**src/rtl/pim_mac_array.sv**
```systemverilog
// Processing-in-memory MAC array: small weight memory with bit-serial activation MAC.
// Define PIM_SIGNED_ACT_EN to treat activations as two's complement.
module pim_mac_array #(
    parameter int AWIDTH = 2,
    parameter int PWIDTH = 4,
    parameter int IWIDTH = 4,
    parameter int DWIDTH = 16
) (
    input  logic                             clk,
    input  logic                             rst_n,
    input  logic [AWIDTH-1:0]                mem_addr,
    input  logic [PWIDTH-1:0]                mem_wdata,
    input  logic                             mem_we,
    input  logic                             mem_re,
    output logic [PWIDTH-1:0]                mem_rdata,
    output logic                             mem_rvalid,
    input  logic [(2**AWIDTH)*IWIDTH-1:0]    act_data,
    input  logic                             start,
    output logic                             busy,
    output logic [DWIDTH-1:0]                res_data,
    output logic                             res_valid,
    input  logic                             res_ready
);
    localparam int PDEPTH = 2**AWIDTH;
    localparam int CW     = (IWIDTH > 1) ? $clog2(IWIDTH) : 1;

    typedef enum logic [1:0] {IDLE, COMPUTE, DONE} state_t;

    state_t                     state_q, state_d;
    logic [PWIDTH-1:0]          mem [PDEPTH];
    logic [PDEPTH*IWIDTH-1:0]   act_q;
    logic [DWIDTH-1:0]          acc_q;
    logic [DWIDTH-1:0]          plane_sum;
    logic [DWIDTH-1:0]          plane_term;
    logic [CW-1:0]              plane_q;
    logic                       start_ok, mem_wr, mem_rd, last_plane;

    always_comb begin
        start_ok   = (state_q == IDLE) && start;
        mem_wr     = (state_q == IDLE) && mem_we && !start;
        mem_rd     = (state_q == IDLE) && mem_re && !mem_we && !start;
        last_plane = (plane_q == CW'(IWIDTH - 1));
    end

    // Sum over rows of weight * activation bit equals the column-weighted popcount.
    always_comb begin
        plane_sum = '0;
        for (int unsigned j = 0; j < PDEPTH; j++) begin
            if (act_q[j*IWIDTH + 32'(plane_q)])
                plane_sum = plane_sum + DWIDTH'(mem[j]);
        end
        plane_term = plane_sum << plane_q;
    end

    always_comb begin
        state_d = state_q;
        case (state_q)
            IDLE:    if (start) state_d = COMPUTE;
            COMPUTE: if (last_plane) state_d = DONE;
            DONE:    if (res_ready) state_d = IDLE;
            default: state_d = IDLE;
        endcase
    end

    always_ff @(posedge clk or negedge rst_n) begin
        if (!rst_n) begin
            state_q    <= IDLE;
            act_q      <= '0;
            acc_q      <= '0;
            plane_q    <= '0;
            mem_rdata  <= '0;
            mem_rvalid <= 1'b0;
        end else begin
            state_q    <= state_d;
            mem_rvalid <= mem_rd;
            if (mem_rd)
                mem_rdata <= mem[mem_addr];
            if (start_ok) begin
                act_q   <= act_data;
                acc_q   <= '0;
                plane_q <= '0;
            end else if (state_q == COMPUTE) begin
                plane_q <= plane_q + CW'(1);
`ifdef PIM_SIGNED_ACT_EN
                if (last_plane)
                    acc_q <= acc_q - plane_term;
                else
                    acc_q <= acc_q + plane_term;
`else
                acc_q <= acc_q + plane_term;
`endif
            end
        end
    end

    // Weight memory intentionally has no reset so contents survive rst_n.
    always_ff @(posedge clk) begin
        if (mem_wr)
            mem[mem_addr] <= mem_wdata;
    end

    assign busy      = (state_q != IDLE);
    assign res_valid = (state_q == DONE);
    assign res_data  = acc_q;

endmodule
```
**config.mk**
```make
export PLATFORM = sky130hd
export DESIGN_NAME = pim_mac_array
export DESIGN_NICKNAME = d
export VERILOG_FILES = /design/src/rtl/pim_mac_array.sv
export SDC_FILE = /design/constraint.sdc
export NUM_CORES = 1
export LEC_CHECK = 0
export CORE_ASPECT_RATIO = 0.5
export CORE_UTILIZATION = 55
export CTS_BUF_LIST = sky130_fd_sc_hd__clkbuf_2 sky130_fd_sc_hd__clkbuf_4 sky130_fd_sc_hd__clkbuf_8
export CTS_CLUSTER_SIZE = 8
export DETAILED_ROUTE_END_ITERATION = 16
export GPL_ROUTABILITY_DRIVEN = 0
export MAX_ROUTING_LAYER = met4
export PLACE_DENSITY = 0.86
export SLEW_MARGIN = 10
export SYNTH_ARGS = -nofsm -noshare
export SYNTH_HDL_FRONTEND = slang
export SYNTH_SLANG_ARGS = --single-unit
export TNS_END_PERCENT = 30
```
**constraint.sdc**
```tcl
create_clock -name clk -period 16.1 [get_ports clk]
set_input_delay 3.22 -clock clk [delete_from_list [all_inputs] [get_ports clk]]
set_output_delay 3.22 -clock clk [all_outputs]
set_load 0.02 [all_outputs]
```
==> metrics, run 1 <==
status=complete, no violations; Root Driver=clkbuf_8; Routed WL=8.755 mm; register area share after synthesis=40.59%; Detailed Place HPWL=around 6.2 mm; Period minus WS final=7202 ps; Post-Layout Cell Count=492; Max Freq=138.9 MHz; most used cell, CP=ha_1; slowest stage delay, CP=610 ps; DRC violations left=0; count of final hold-check violations=0; vias in the first global route=3050; Worst-path clk slew=80 ps; vias=about 3000; Worst path depth=29; hold path start=res_data[15]$_DFFE_PN0P_; CTS tree=yes; delay-heaviest family, CP=compound AO/OA/AOI/OAI gates; Initial Util=59.08%; CTS sink cnt=57; setup tns final=0 ps; hold depth=1; GR Util All Layers=between 20% and 30%; # H-tree levels=3; Crit-path slowest cell=mux4_2; Layout area overhead=20.20%; largest net degree at the start of global routing=42; fill count=407; Yosys warning count=0; RSZ-0062 raised after global routing=false; CP Launch Point=plane_q[0]$_DFFE_PN0P_; crit path DAT=~7500 ps; core area=0.006281 mm²; final setup violating endpoints=0; Hold WC Path Type=reg2reg; Netlist cell types=48; Data required, critical path=roughly 16000 ps; DRT iter0 DRCs=roughly 250; ys async rst share=71.93%; Site Rows=20; WL met1=3.755 mm; max-cap violation count=0; clk_skew=13.82 ps; DIE AREA=0.007100 mm²; Pre-antenna DRT Iters=4; EDFF count, synth=16; measured slew at the worst slew-check pin=972.8 ps; Syn Inst Count=351; share of cells above drive strength 1=14.11%; clock buffer depth=2; cts repair resizes=0; Slew Limit Fails=0; CTS Buf Count=9; met3 wire len=610 µm; ANT cells=0; Post-CTS Setup Repair Bufs=0; dpl cells=476; #FFs+latches synth=57; metal2 WL=between 4 and 5 mm; most common cell after layout, fill and taps aside=clkdlybuf4s50_1; R2R depth=29; worst r2r src=plane_q[0]$_DFFE_PN0P_; Total Nets Final=between 400 and 500; fin crit share=44.73%; num ports=51; Worst Path Max Fanout=9; Post-Syn Area=roughly 0.0037 mm²; first-pass GRT wire length=14.32 mm; Bufs and invs on worst path=1; top layer in use=met4; Die X=118.2 µm; Sequential Area=0.001506 mm²; CTS Hold Bufs=0; gr ovfl total=0; Via density=6.033; critical path class=reg2reg; max_slew headroom=35.15%; top_reg_cell synth=dfrtp_1; Detail Route Antenna Nets=0; worst skew pair latency=350 ps; Critical Path End Type=register; Port Buffer Count=50; area occupied by multi-input gates=a little over 0.002 mm²; Wirelength per Cell=17.79 µm; die height=60.09 µm; Net Count, Synth=407; Setup crit start kind=register; Mean Syn Cell Area=about 11 µm²; most frequent cells in the layout=clkdlybuf4s50_1, dfrtp_1, nand2_1, ha_1, mux2_2; antenna violations before repair=0
final cells by class:
| class | instances | area share, % |
|---|---|---|
| clock buffer | 10 | 2.945 |
| clock inverter | 6 | 1.515 |
| inverter | 17 | 1.431 |
| multi-input combinational | 261 | 46.26 |
| sequential | 57 | 33.77 |
| tap | 88 | 2.468 |
| timing repair buffer | 53 | 11.61 |
stage by stage:
step | utilization (%) | hold WS [ps] | setup slack [ps] | area [µm²]
4_1_cts | 71.02 | 492.7 | 8998 | 4461
3_3_place_gp | 67.85 | 471.7 | 9500 | 4262
6_report | 71.02 | 485.8 | 8898 | 4461
2_1_floorplan | - | 473.9 | 9702 | 3711
3_5_place_dp | 67.85 | 475.8 | 9052 | 4262
5_1_grt | 71.02 | 529.5 | 8494 | 4461
synthesized netlist by cell type (all sizes together) (2+ instances only):
cell | instances | area, µm²
a22o | 2 | 17.52
inv | 17 | 63.81
xor2 | 5 | 43.79
a21o | 4 | 30.03
nand2b | 6 | 37.54
o21ai | 23 | 115.1
a211oi | 5 | 37.54
nor3 | 6 | 30.03
mux2 | 24 | 274.0
buf | 5 | 36.28
xnor2 | 12 | 105.1
o31ai | 5 | 37.54
mux2i | 7 | 70.07
dfrtp | 41 | 1026
o211ai | 5 | 37.54
nor3b | 8 | 70.06
ha | 24 | 300.3
o211a | 3 | 30.03
clkbuf | 11 | 41.29
o311ai | 2 | 17.52
o21bai | 2 | 15.01
nor2 | 17 | 63.81
fa | 4 | 80.08
nand2 | 30 | 112.6
edfxtp | 16 | 480.5
mux4 | 8 | 180.2
o21a | 2 | 15.01
nor2b | 5 | 31.28
nand3b | 3 | 22.52
nand3 | 19 | 95.09
a21oi | 18 | 90.09
path summary, 6_finish.rpt:
check,end,slack [ps]
setup / recovery,res_data[15]$_DFFE_PN0P_,8900
hold / removal,res_data[15]$_DFFE_PN0P_,490
setup reg to reg,res_data[15]$_DFFE_PN0P_,8900
hold reg to reg,res_data[15]$_DFFE_PN0P_,490
max in group asynchronous,act_q[14]$_DFFE_PN0P_,12460
min in group asynchronous,mem_rdata[3]$_DFFE_PN0P_,3010
flip-flops by register name, indices dropped and copies added (netlist names):
register / cells
act_q: 16
mem: 16
res_data: 16
mem_rdata: 4
plane_q: 2
state_q: 2
mem_rvalid: 1
cell families after synthesis:
logic type               Yosys count  share of synthesized area (%)
AO/OA/AOI/OAI                     77                          13.42
XOR/XNOR                          17                          4.012
adder cells (fa/ha/maj)           29                          10.52
buffers and inverters             33                          3.810
flip-flops                        57                          40.59
multiplexers                      39                          14.13
AND/OR/NAND/NOR                   99                          13.52
metal layers:
metal / vias up / track usage, %
met5: - / -
met4: 0 / 12.45
met3: 24 / 7.156
met2: 112 / 46.47
met1: 1451 / 32.44
li1: 1381 / -
Power of run 1 is left out: the tool's default activity adds up to more than one toggle a clock period on the data nets, which glitch-free logic cannot reach.
==> run 2: changes to the inputs <==
CORE_UTILIZATION = 52   (was 55)
PLACE_DENSITY = 0.85   (was 0.86)
clock period = 5.8 ns   (was 16.1 ns; I/O delays follow)
==> run 2 against run 1 <==
Against the previous run: the run now ends with negative setup slack left; fmax increased by 16%; worst hold slack gained 2.2 ps; wire length grew 20%; first-iteration DRC count rose by 14%; register-to-register slack got worse by 9300 ps; global-route usage up 1.9 points; utilization grew 4.8 points; clock-buffer cell count decreased by 1.
==> metrics, run 2 (synthesized netlist as in run 1, its figures left out) <==
status=finished, violations left; failing checks=negative setup slack; Crit-path slowest cell=mux4_2; Root Driver=clkbuf_8; hold path start=res_data[15]$_DFFE_PN0P_; worst r2r src=plane_q[0]$_DFFE_PN0P_; Port Buffer Count=50; Via density=5.953; final setup violating endpoints=10; hold depth=1; die height=61.74 µm; most common cell after layout, fill and taps aside=clkdlybuf4s50_1; critical path class=reg2reg; # H-tree levels=3; core area=0.006779 mm²; slowest stage delay, CP=560 ps; Slew Limit Fails=0; crit path DAT=6460 ps; Worst-path clk slew=70 ps; most frequent cells in the layout=clkdlybuf4s50_1, buf_4, dfrtp_1, nand2_1, mux2_2; Hold WC Path Type=reg2reg; worst r2r dst=res_data[15]$_DFFE_PN0P_; antenna violations before repair=0; ANT cells=0; Pre-antenna DRT Iters=5; share of cells above drive strength 1=32.13%; RSZ-0062 raised after global routing=true; clock buffer depth=2; CTS sink cnt=57; R2R depth=28; Setup crit start kind=register; gr ovfl total=0; clk_skew=12.09 ps; Critical Path End Type=register; reg2reg setup slack=-390 ps; max_slew headroom=36.27%; Initial Util=a little over half; largest net degree at the start of global routing=42; Wirelength per Cell=19.49 µm; DIE AREA=approximately 0.0075 mm²; Final WS setup=-389.0 ps; Site Rows=21; Hold Crit Endpoint=res_data[15]$_DFFE_PN0P_; first-pass GRT wire length=15.67 mm; Data required, critical path=6070 ps; vias in the first global route=3181; Routed WL=10.46 mm; GR Util All Layers=29.64%; Layout area overhead=38.50%; measured slew at the worst slew-check pin=955.9 ps; Max Freq=about 160 MHz; CTS Buf Count=9; CTS tree=yes; count of final hold-check violations=0; Worst Path Max Fanout=5; Period minus WS final=6189 ps; worst skew pair latency=360 ps; DRT iter0 DRCs=290; dpl ws=-333.0 ps; Detailed Place HPWL=6.457 mm; Die X=121.5 µm; fin crit share=106.7%; Detail Route Antenna Nets=0; DRC violations left=0; CP Launch Point=plane_q[0]$_DFFE_PN0P_; max-cap violation count=0; num ports=51; Total Nets Final=~500; vias=3197; CTS Hold Bufs=0
## run 2: cell types whose count changed in the layout (fill, tap and decap cells not counted), moves of 3 or more
cell	change
a211oi_1	-4
a211oi_2	+3
a21oi_1	-5
a21oi_2	+3
buf_4	+40
ha_1	-7
ha_2	+3
ha_4	+4
nor3b_1	-3
o21ai_0	-6
o21ai_1	+3
o21ai_2	+3
## run 2: critical path, delay by kind of cell, from the launching register on
family | cells | cell delay (ps)
flip-flops | 1 | 370
AND/OR/NAND/NOR | 6 | 990
AO/OA/AOI/OAI | 12 | 1900
multiplexers | 2 | 760
adder cells (fa/ha/maj) | 5 | 1540
XOR/XNOR | 2 | 500
buffers and inverters | 1 | 50
## run 2: metal layers
layer | track usage, % | vias to the layer above | part of all wire (%)
li1 | - | 1456 | -
met1 | 35.24 | 1564 | 41
met2 | 47.89 | 138 | 49
met3 | 8.120 | 39 | 7.0
met4 | 14.81 | 0 | 3.1
met5 | - | - | 0
## run 2: stage by stage
| step | utilization, % | std cells | setup TNS [ps] | hold slack [ps] | instance area, µm² |
|---|---|---|---|---|---|
| after global routing | 75.82 | 537 | -5694 | 509.2 | 5140 |
| after detailed placement | 65.93 | 494 | -2109 | 478.0 | 4469 |
| after floorplan | - | 351 | -116.1 | 473.9 | 3809 |
| after global placement | 65.93 | 494 | -494.9 | 465.2 | 4469 |
| final | 75.82 | 537 | -2932 | 488.0 | 5140 |
| after CTS | 72.63 | 523 | -744.1 | 489.2 | 4923 |
## run 2: worst max path at each step
stage,endpoint,slack (ps),cells past startpoint
6_report,res_data[15]$_DFFE_PN0P_,-390,28
5_1_grt,res_data[15]$_DFFE_PN0P_,-660,28
4_1_cts,res_data[15]$_DFFE_PN0P_,-190,27
3_5_place_dp,res_data[15]$_DFFE_PN0P_,-330,28
3_3_place_gp,res_data[15]$_DFFE_PN0P_,-100,28
2_1_floorplan,res_data[15]$_DFFE_PN0P_,-60,28
## run 2: layout make-up
cell class / count / area [µm²]
clock buffers: 9 / 123.9
multi-input cells: 261 / 2382
repair buffers: 94 / 829.5
flip-flops and latches: 57 / 1506
fillers: 380 / 1639
clock inverters: 7 / 118.9
well taps: 92 / 115.1
inverters: 17 / 63.81
## run 2: repair_timing
action                                  CTS  global route
pin swaps                                14            37
gates resized for setup                  24            19
endpoints found under the setup margin   10            11
buffers inserted                         13            15
Power of run 2 is left out for the same reason.
